<file path="src/rtl/gpio_cfg_loader_if.sv">
// Bus bundle for gpio_cfg_loader: the PS GPIO input plus every active
// configuration output. The DUT attaches through the slave modport.
interface gpio_cfg_loader_if #(
  parameter int CFG_W  = 256,
  parameter int SEL_W  = 16,
  parameter int AVG_W  = 16,
  parameter int GPIO_W = 16
);
  logic [GPIO_W-1:0] gpio;
  logic [SEL_W-1:0]  sel;
  logic              mux_set;
  logic [CFG_W-1:0]  run_cycles;
  logic [CFG_W-1:0]  delay_cycles;
  logic [AVG_W-1:0]  adc_num_avg;
  logic [CFG_W-1:0]  adc_cycles;
  logic              trig_pulse;
  logic              pl_rst_out;

  modport master (
    output gpio,
    input  sel, mux_set, run_cycles, delay_cycles,
    input  adc_num_avg, adc_cycles, trig_pulse, pl_rst_out
  );

  modport slave (
    input  gpio,
    output sel, mux_set, run_cycles, delay_cycles,
    output adc_num_avg, adc_cycles, trig_pulse, pl_rst_out
  );
endinterface

</file>
<file path="src/rtl/gpio_cfg_loader.sv">
// Loads DAC/ADC configuration words bit-serially from PS GPIO into shadow
// registers and commits them on trigger. GPIO_CFG_SYNC_EN selects a 2-flop input synchronizer.
module gpio_cfg_loader #(
  parameter int CFG_W  = 256,
  parameter int SEL_W  = 16,
  parameter int AVG_W  = 16,
  parameter int GPIO_W = 16
) (
  input logic              clk,
  input logic              rst,
  gpio_cfg_loader_if.slave io_bus
);

  // Packed positions of the used gpio bits after the input stage.
  localparam int IN_W    = 9;
  localparam int I_SDATA = 0;  // gpio[0]
  localparam int I_SEL   = 1;  // gpio[2]
  localparam int I_RUN   = 2;  // gpio[3]
  localparam int I_MUX   = 3;  // gpio[4]
  localparam int I_PLRST = 4;  // gpio[5]
  localparam int I_TRIG  = 5;  // gpio[6]
  localparam int I_AVG   = 6;  // gpio[7]
  localparam int I_ADC   = 7;  // gpio[8]
  localparam int I_DLY   = 8;  // gpio[9]

  typedef enum logic [1:0] {
    S_IDLE,
    S_COMMIT,
    S_ARMED_HIGH
  } state_t;

  logic [IN_W-1:0]     w_gpio_in;
  logic [GPIO_W-10:0]  w_unused_gpio;
  logic [IN_W-1:0]     r_sync;
  logic                r_sync_vld;
  logic [IN_W-1:0]     r_prev;
  logic                r_prev_vld;
  logic [IN_W-1:0]     w_rise;
  logic [1:0]          w_unused_rise;
  logic                w_sdata;
  logic                w_rst;

  assign w_gpio_in     = io_bus.gpio[9:2] == 8'h00 ? {8'h00, io_bus.gpio[0]}
                                                   : {io_bus.gpio[9:2], io_bus.gpio[0]};
  assign w_unused_gpio = {io_bus.gpio[GPIO_W-1:10], io_bus.gpio[1]};

  // ---------------------------------------------------------------------------
  // Input stage. The valid flags track pipeline fill after reset so that a bit
  // already high on release is never mistaken for a rising edge.
  // ---------------------------------------------------------------------------
`ifdef GPIO_CFG_SYNC_EN
  logic [IN_W-1:0] r_meta;
  logic            r_meta_vld;

  // NOTE: sequential state uses non-blocking assignments so every flop samples
  // pre-edge values regardless of process ordering.
  always_ff @(posedge clk) begin
    if (rst) begin
      r_meta     <= '0;
      r_meta_vld <= 1'b0;
      r_sync     <= '0;
      r_sync_vld <= 1'b0;
    end else begin
      r_meta     <= w_gpio_in;
      r_meta_vld <= 1'b1;
      r_sync     <= r_meta;
      r_sync_vld <= r_meta_vld;
    end
  end
`else
  // NOTE: sequential state uses non-blocking assignments so every flop samples
  // pre-edge values regardless of process ordering.
  always_ff @(posedge clk) begin
    if (rst) begin
      r_sync     <= '0;
      r_sync_vld <= 1'b0;
    end else begin
      r_sync     <= w_gpio_in;
      r_sync_vld <= 1'b1;
    end
  end
`endif

  always_ff @(posedge clk) begin
    if (rst) begin
      r_prev     <= '0;
      r_prev_vld <= 1'b0;
    end else begin
      r_prev     <= r_sync;
      r_prev_vld <= r_sync_vld;
    end
  end

  assign w_rise        = r_sync & ~r_prev & {IN_W{r_prev_vld}};
  assign w_unused_rise = {w_rise[I_SDATA], w_rise[I_PLRST]};
  assign w_sdata       = r_sync[I_SDATA];

  // pl_rst acts exactly like rst on everything downstream of the input stage.
  assign w_rst = rst | r_sync[I_PLRST];

  // ---------------------------------------------------------------------------
  // Shadow shift registers, MSB-first. All share the same sdata sample, so
  // coincident serial clocks shift the same bit into each.
  // ---------------------------------------------------------------------------
  logic [SEL_W-1:0] r_sel_sh;
  logic             r_mux_sh;
  logic [CFG_W-1:0] r_run_sh;
  logic [CFG_W-1:0] r_dly_sh;
  logic [AVG_W-1:0] r_avg_sh;
  logic [CFG_W-1:0] r_adc_sh;

  always_ff @(posedge clk) begin
    if (w_rst) begin
      r_sel_sh <= '0;
      r_mux_sh <= 1'b0;
      r_run_sh <= '0;
      r_dly_sh <= '0;
      r_avg_sh <= '0;
      r_adc_sh <= '0;
    end else begin
      if (w_rise[I_SEL]) r_sel_sh <= {r_sel_sh[SEL_W-2:0], w_sdata};
      if (w_rise[I_MUX]) r_mux_sh <= w_sdata;
      if (w_rise[I_RUN]) r_run_sh <= {r_run_sh[CFG_W-2:0], w_sdata};
      if (w_rise[I_DLY]) r_dly_sh <= {r_dly_sh[CFG_W-2:0], w_sdata};
      if (w_rise[I_AVG]) r_avg_sh <= {r_avg_sh[AVG_W-2:0], w_sdata};
      if (w_rise[I_ADC]) r_adc_sh <= {r_adc_sh[CFG_W-2:0], w_sdata};
    end
  end

  // ---------------------------------------------------------------------------
  // Commit control FSM
  // ---------------------------------------------------------------------------
  state_t r_state;
  state_t w_state_nxt;
  logic   w_commit;

  always_ff @(posedge clk) begin
    if (w_rst) r_state <= S_IDLE;
    else       r_state <= w_state_nxt;
  end

  // NOTE: defaults first so every path assigns every output -- no latches.
  always_comb begin
    w_state_nxt = r_state;
    w_commit    = 1'b0;
    unique case (r_state)
      S_IDLE: begin
        if (w_rise[I_TRIG]) begin
          w_commit    = 1'b1;
          w_state_nxt = S_COMMIT;
        end
      end
      S_COMMIT:     w_state_nxt = r_sync[I_TRIG] ? S_ARMED_HIGH : S_IDLE;
      S_ARMED_HIGH: if (!r_sync[I_TRIG]) w_state_nxt = S_IDLE;
      default:      w_state_nxt = S_IDLE;
    endcase
  end

  // ---------------------------------------------------------------------------
  // Active registers: loaded with the pre-shift shadow values on commit.
  // ---------------------------------------------------------------------------
  logic [SEL_W-1:0] r_sel;
  logic             r_mux;
  logic [CFG_W-1:0] r_run;
  logic [CFG_W-1:0] r_dly;
  logic [AVG_W-1:0] r_avg;
  logic [CFG_W-1:0] r_adc;

  always_ff @(posedge clk) begin
    if (w_rst) begin
      r_sel <= '0;
      r_mux <= 1'b0;
      r_run <= '0;
      r_dly <= '0;
      r_avg <= '0;
      r_adc <= '0;
    end else if (w_commit) begin
      r_sel <= r_sel_sh;
      r_mux <= r_mux_sh;
      r_run <= r_run_sh;
      r_dly <= r_dly_sh;
      r_avg <= r_avg_sh;
      r_adc <= r_adc_sh;
    end
  end

  assign io_bus.sel          = r_sel;
  assign io_bus.mux_set      = r_mux;
  assign io_bus.run_cycles   = r_run;
  assign io_bus.delay_cycles = r_dly;
  assign io_bus.adc_num_avg  = r_avg;
  assign io_bus.adc_cycles   = r_adc;
  assign io_bus.trig_pulse   = (r_state == S_COMMIT);
  assign io_bus.pl_rst_out   = r_sync[I_PLRST];

endmodule

</file>
<file path="src/flat_wrapper.sv">
// flat-port wrapper written by rule: the top's interface ports become plain ports
module gpio_cfg_loader_flat 
#(
  parameter int CFG_W  = 256,
  parameter int SEL_W  = 16,
  parameter int AVG_W  = 16,
  parameter int GPIO_W = 16
)
  (clk, rst, io_bus_gpio, io_bus_sel, io_bus_mux_set, io_bus_run_cycles, io_bus_delay_cycles, io_bus_adc_num_avg, io_bus_adc_cycles, io_bus_trig_pulse, io_bus_pl_rst_out);
  gpio_cfg_loader_if #(.CFG_W(CFG_W), .SEL_W(SEL_W), .AVG_W(AVG_W), .GPIO_W(GPIO_W)) io_bus_i ();
  input logic clk;
  input logic rst;
  input wire logic [$bits(io_bus_i.gpio)-1:0] io_bus_gpio;
  output wire logic [$bits(io_bus_i.sel)-1:0] io_bus_sel;
  output wire logic [$bits(io_bus_i.mux_set)-1:0] io_bus_mux_set;
  output wire logic [$bits(io_bus_i.run_cycles)-1:0] io_bus_run_cycles;
  output wire logic [$bits(io_bus_i.delay_cycles)-1:0] io_bus_delay_cycles;
  output wire logic [$bits(io_bus_i.adc_num_avg)-1:0] io_bus_adc_num_avg;
  output wire logic [$bits(io_bus_i.adc_cycles)-1:0] io_bus_adc_cycles;
  output wire logic [$bits(io_bus_i.trig_pulse)-1:0] io_bus_trig_pulse;
  output wire logic [$bits(io_bus_i.pl_rst_out)-1:0] io_bus_pl_rst_out;
  assign io_bus_i.gpio = io_bus_gpio;
  assign io_bus_sel = io_bus_i.sel;
  assign io_bus_mux_set = io_bus_i.mux_set;
  assign io_bus_run_cycles = io_bus_i.run_cycles;
  assign io_bus_delay_cycles = io_bus_i.delay_cycles;
  assign io_bus_adc_num_avg = io_bus_i.adc_num_avg;
  assign io_bus_adc_cycles = io_bus_i.adc_cycles;
  assign io_bus_trig_pulse = io_bus_i.trig_pulse;
  assign io_bus_pl_rst_out = io_bus_i.pl_rst_out;
  gpio_cfg_loader #(.CFG_W(CFG_W), .SEL_W(SEL_W), .AVG_W(AVG_W), .GPIO_W(GPIO_W)) u_core (.clk(clk), .rst(rst), .io_bus(io_bus_i));
endmodule
</file>
<file path="config.mk">
export PLATFORM = sky130hd
export DESIGN_NAME = gpio_cfg_loader_flat
export DESIGN_NICKNAME = d
export VERILOG_FILES = /design/src/rtl/gpio_cfg_loader_if.sv /design/src/rtl/gpio_cfg_loader.sv /design/src/flat_wrapper.sv
export SDC_FILE = /design/constraint.sdc
export NUM_CORES = 2
export LEC_CHECK = 0
export CORE_MARGIN = 8
export CORE_UTILIZATION = 50
export CTS_BUF_LIST = sky130_fd_sc_hd__clkbuf_2 sky130_fd_sc_hd__clkbuf_4 sky130_fd_sc_hd__clkbuf_8
export DETAILED_ROUTE_END_ITERATION = 7
export GPL_ROUTABILITY_DRIVEN = 0
export HOLD_SLACK_MARGIN = 0.03
export MAX_ROUTING_LAYER = met4
export PLACE_DENSITY = 0.77
export SLEW_MARGIN = 10
export SYNTH_ARGS = -nofsm -noshare
export SYNTH_HDL_FRONTEND = slang
export SYNTH_SLANG_ARGS = --single-unit
</file>
<file path="constraint.sdc">
create_clock -name clk -period 2 [get_ports clk]
set_input_delay 0.4 -clock clk [delete_from_list [all_inputs] [get_ports clk]]
set_output_delay 0.4 -clock clk [all_outputs]
set_load 0.02 [all_outputs]
</file>
# Yosys cells after proc, flatten, opt, wreduce, memory -nomap -nowiden
# Index checks and enable logic that the tools add are counted.
# totals
regBits	1624
in_bits	18
out_inout_bits	803
wordCells	37
# classes
n_eq_ne	4
n_mux	7
n_bitwise	4
reduce_logical	4
# op_table
operator	n
$and A9 B9 Y9	2
$not A9 Y9	1
$logic_not A8 Y1	1
$mux W2	3
$pmux W2 S3	1
$mux W1	3
$eq A2 B1 Y1 const B	1
$eq A2 B2 Y1 const B	1
$logic_not A2 Y1	1
$ne A2 B1 Y1 const B	1
$ne A2 B2 Y1 const B	1
$reduce_and A2 Y1	1
$reduce_or A2 Y1	1
$or A1 B1 Y1	1

# Longest topological paths before layout
# logic_depth
ltp_word	5
mapped_depth	7
mapped_depth_nobuf	3

# Worst setup path before layout
# OpenSTA, ideal clock, no wires.
# synth_path
path_type	input port to flip-flop
from	in rst
to	reg u_core.r_run_sh[220]
t_arrival_ps	1402
t_required_ps	1930
slack_ps	528
path_stages	6
path_buffers	4
cell_sequence	clkbuf_1 or2_2 buf_6 buf_6 buf_6 a21oi_1
# synth_between
elab_chain_cells	1
# synth_rtl
item	line_no	rtl
start: declaration	flat_wrapper.sv:12	input logic rst;
$or A1 B1 Y1	gpio_cfg_loader.sv:99	assign w_rst = rst | r_sync[I_PLRST];
end signal: assignment	gpio_cfg_loader.sv:123	if (w_rise[I_RUN]) r_run_sh <= {r_run_sh[CFG_W-2:0], w_sdata};
end: declaration	gpio_cfg_loader.sv:107	logic [CFG_W-1:0] r_run_sh;
# Every way passes these cells.
# A chain may end at the register's enable or synchronous reset.

# Final worst setup path
# layout_path
from	reg u_core.r_state[0]
to	out io_bus_trig_pulse
# layout_between
elab_chain_cells	1
# layout_rtl
item	line_no	rtl
start: declaration	gpio_cfg_loader.sv:133	state_t r_state;
start signal: assignment	gpio_cfg_loader.sv:139	else r_state <= w_state_nxt;
$eq A2 B1 Y1	gpio_cfg_loader.sv:193	assign io_bus.trig_pulse = (r_state == S_COMMIT);
end: declaration	flat_wrapper.sv:20	output wire logic [$bits(io_bus_i.trig_pulse)-1:0] io_bus_trig_pulse;
# Every way passes these cells.

==> reports/results.txt <==
The run finished with clean final reports. The maximum number of pins on one net before global-route repair is 80, and the area of the core region is 122,000 sq um. Leaving out fill and tap cells, the most frequent cells in the layout are 3,202 x nand2_1, 1,423 x dfxtp_1, 802 x mux2i_1. For this block, the initial DRC count from the detailed router was 4,218. The share of layout cells above drive strength 1 came out at 22.1%.

The mean number of vias per cell came out at 5.18. The clock slew seen by the registers of the worst setup and hold paths was 0.06 ns. The type of the most critical hold path is in -> reg. The worst ir drop on vdd came out at 569 uV.

During placement, the flow inserted port buffers numbering 813. The worst setup path is of the reg -> out kind. The run gives 24,400 sq um as the multi-input logic area.

The run gives 513 MHz as the highest clock frequency the design can meet. The depth of the CTS H-tree came out at 5. The largest fanout of any net on the critical path was 2. The worst pin sits at a relative slew slack of 55.1%. 821 I/O pins were placed. On the final layout, the worst clock skew is 0.0859 ns.

Max-cap violations in this run came to 0. After synthesis, the mean cell area works out to 8.72 sq um. The growth of design area from synthesis to finish was 20.0%; the global routing usage summed across all routing layers was 24.4%. The total number of nets in the final design was 7,893; the area of the die was 134,000 sq um.

The tools report the worst reg-to-reg setup slack as 0.13 ns. The tools report the netlist area before placement as 61,100 sq um. The ratio of final minimum period to clock period works out to 97.4%. The depth of the worst register-to-register path is 7. The number of global-route vias before repair was 48,091; the total clock sinks was 1,622.

Leaving out fill and tap cells, the most frequent cell in the layout is nand2_1. The final-report setup violation count is 0, and the flip-flop and latch count after synthesis is 1,622. The tools report the destination of the worst register-to-register timing path as u_core.io_bus.adc_cycles[24]$_SDFFE_PP0P_. TritonCTS built the clock tree.

The cell depth of the worst hold path came out at 2. Before CTS, the worst setup slack after placement is -0.167 ns. Synthesis produced a netlist with a net count of 7,018.

For the total non-filler cell area in the finished layout, the log shows 73,300 sq um. For the arrival time of data at the critical path endpoint, the log shows 1.55 ns. The detail route stage leaves a number of antenna-violating nets equal to 0. The worst hold path begins at io_bus_gpio[9]. The instance area at placement came out at 70,900 sq um.

For this run, the detailed router's first-pass iteration total came to 5. The die is 365 um tall. The worst setup path is launched from a register.

The total global routing overflow was 0; the number of buffers created by CTS was 274. At the worst endpoint, the required time is 1.60 ns. The post-DP HPWL came out at 117,000 um. After detailed routing, the average wire length per cell comes to 17.4 um. For the count of final max-slew check failures, the log shows 0.

The root buffer cell chosen for the clock tree is clkbuf_8. For this design the static power due to leakage is 26.4 nW. The fill cell instance count of the final layout was 10,249.

The post-synthesis cell type count was 22. The end point of the most critical hold path is u_core.r_sync[8]$_SDFF_PP0_. In this run the critical register-to-register path is launched from u_core.r_prev_vld$_SDFF_PP0_.

The final worst-path setup slack came out at 0.0518 ns. The first global-routing pass estimated 258,000 um of wire. The worst setup path is captured at a primary output. The floorplan has 128 rows. Yosys printed 0 warnings. The power density normalized to cell area was 875 nW/um^2; the horizontal die dimension was 365 um. Summing all flip-flop and latch instances after layout gives 32,700 sq um. The tools report the initial antenna violation count as 4. The tools report the insertion delay to the later sink of the worst-skew pair as 0.96 ns. Summing over every cut layer, the via total after detailed routing is 50,097. The tools report the share of the yosys chip area belonging to registers as 53.2%. Setup repair after global routing could not meet its margin everywhere. Counting every instance in the synthesized netlist gives 7,000.

In the routed design, unresolved DRC markers number 0. At the pin with the least slew margin, the transition time is 0.672 ns. For the starting density of the core, the log shows 50.2%. The shortest period the worst path allows is 1.95 ns. The number of hold violations in the final report came out at 0. The tools report the maximum number of buffers from clock root to sink as 4. The overall routed net length was 168,000 um.
-- stage by stage --
| step | total power [W] | instances | utilization (%) | TNS, ns | hold WS [ns] |
|---|---|---|---|---|---|
| floorplan | 0.0348 | 7000 | - | 0 | 0.414 |
| global placement | 0.0354 | 9214 | 58.3 | -25.73 | 0.443 |
| detailed placement | 0.0354 | 9214 | 58.3 | -48.89 | 0.448 |
| CTS | 0.0647 | 9667 | 60.3 | -0.0673 | 0.0901 |
| global route | 0.0664 | 9670 | 60.3 | -0.0557 | 0.132 |
| finish | 0.0642 | 9673 | 60.3 | 0 | 0.225 |
-- worst max-delay path: stages (launching register included) --
cell,delay (ns)
dfxtp_4,0.34
nor2b_4,0.13
buf_6,0.13
-- logic make-up after synthesis --
family                    share of synthesized area [%]
buffers and inverters                              6.95
muxes                                              13.1
DFF                                                53.2
xor gates and xnor gates                         0.0143
and+or+nand+nor                                    20.1
AOI/OAI and AO/OA                                  6.62
-- worst max path at each step --
stage	start	to	cells past startpoint
finish	u_core.r_state[0]$_SDFFE_PP0P_	io_bus_trig_pulse	2
global route	u_core.r_state[0]$_SDFFE_PP0P_	io_bus_trig_pulse	2
CTS	u_core.r_state[0]$_SDFFE_PP0P_	io_bus_trig_pulse	2
detailed placement	rst	u_core.io_bus.delay_cycles[113]$_SDFFE_PP0P_	7
global placement	rst	u_core.io_bus.delay_cycles[50]$_SDFFE_PP0P_	7
floorplan	rst	u_core.r_run_sh[220]$_SDFFE_PP0P_	6
-- what timing repair did --
item                                    in CTS  in global routing
resized for setup                         3706                  1
buffers inserted                             1                  1
endpoints found under the hold margin        8                  0
pin swaps                                    0                  1
hold buffers                                 8                  0
endpoints found under the setup margin     802                 10
-- layout make-up --
type | instances | area share [%]
flip-flops and latches | 1622 | 44.6
multi-input cells | 4841 | 33.3
repair buffers | 1135 | 11.9
clock buffers | 419 | 7.12
well taps | 1625 | 2.77
clock inverters | 25 | 0.278
diodes | 5 | 0.0171
inverters | 1 | 0.00512
-- report_power, final --
| group | leakage (nW) | switching (W) | internal, W |
|---|---|---|---|
| sequential | 13.2 | 0.0000146 | 0.0323 |
| clock | 2.88 | 0.0127 | 0.0167 |
| combinational | 10.4 | 0.00157 | 0.000819 |
-- cell usage after synthesis --
| master | instances | area share [%] |
|---|---|---|
| nor2b_1 | 18 | 0.18 |
| buf_4 | 3 | 0.037 |
| and3b_1 | 5 | 0.072 |
| dfxtp_1 | 1622 | 53 |
| nor4_4 | 1 | 0.035 |
| inv_1 | 1 | 0.0061 |
| nand2_2 | 1 | 0.010 |
| xor2_1 | 1 | 0.014 |
| and3_1 | 1 | 0.010 |
| a21oi_1 | 789 | 6.5 |
| and2_1 | 1 | 0.010 |
| clkbuf_1 | 215 | 1.3 |
| buf_12 | 87 | 2.9 |
| buf_1 | 28 | 0.17 |
| or2_2 | 1 | 0.010 |
| nand3b_1 | 6 | 0.074 |
| buf_6 | 88 | 1.6 |
| buf_2 | 115 | 0.94 |
| a21oi_2 | 11 | 0.16 |
| nor2_1 | 2 | 0.012 |
| nand2_1 | 3202 | 20 |
| mux2i_1 | 802 | 13 |
-- state kept, by name, summed over array words and instances, names as in the netlist, 16 cells and up --
name                        cells
u_core.io_bus.adc_num_avg      16
u_core.io_bus.adc_cycles      256
u_core.io_bus.delay_cycles    256
u_core.io_bus.sel              16
u_core.io_bus.run_cycles      256
u_core.r_run_sh               256
u_core.r_avg_sh                16
u_core.r_sel_sh                16
u_core.r_dly_sh               256
u_core.r_adc_sh               256
-- routing by layer --
metal | part of all wire (%) | GRT usage [%] | wire length (um)
met1 | 41 | 29.2 | 69500
met2 | 48 | 39.6 | 80000
met3 | 6.6 | 4.77 | 11200
met4 | 4.5 | 11.5 | 7510
met5 | 0 | - | 0
Note: power is estimated with default switching activity, not from simulation.
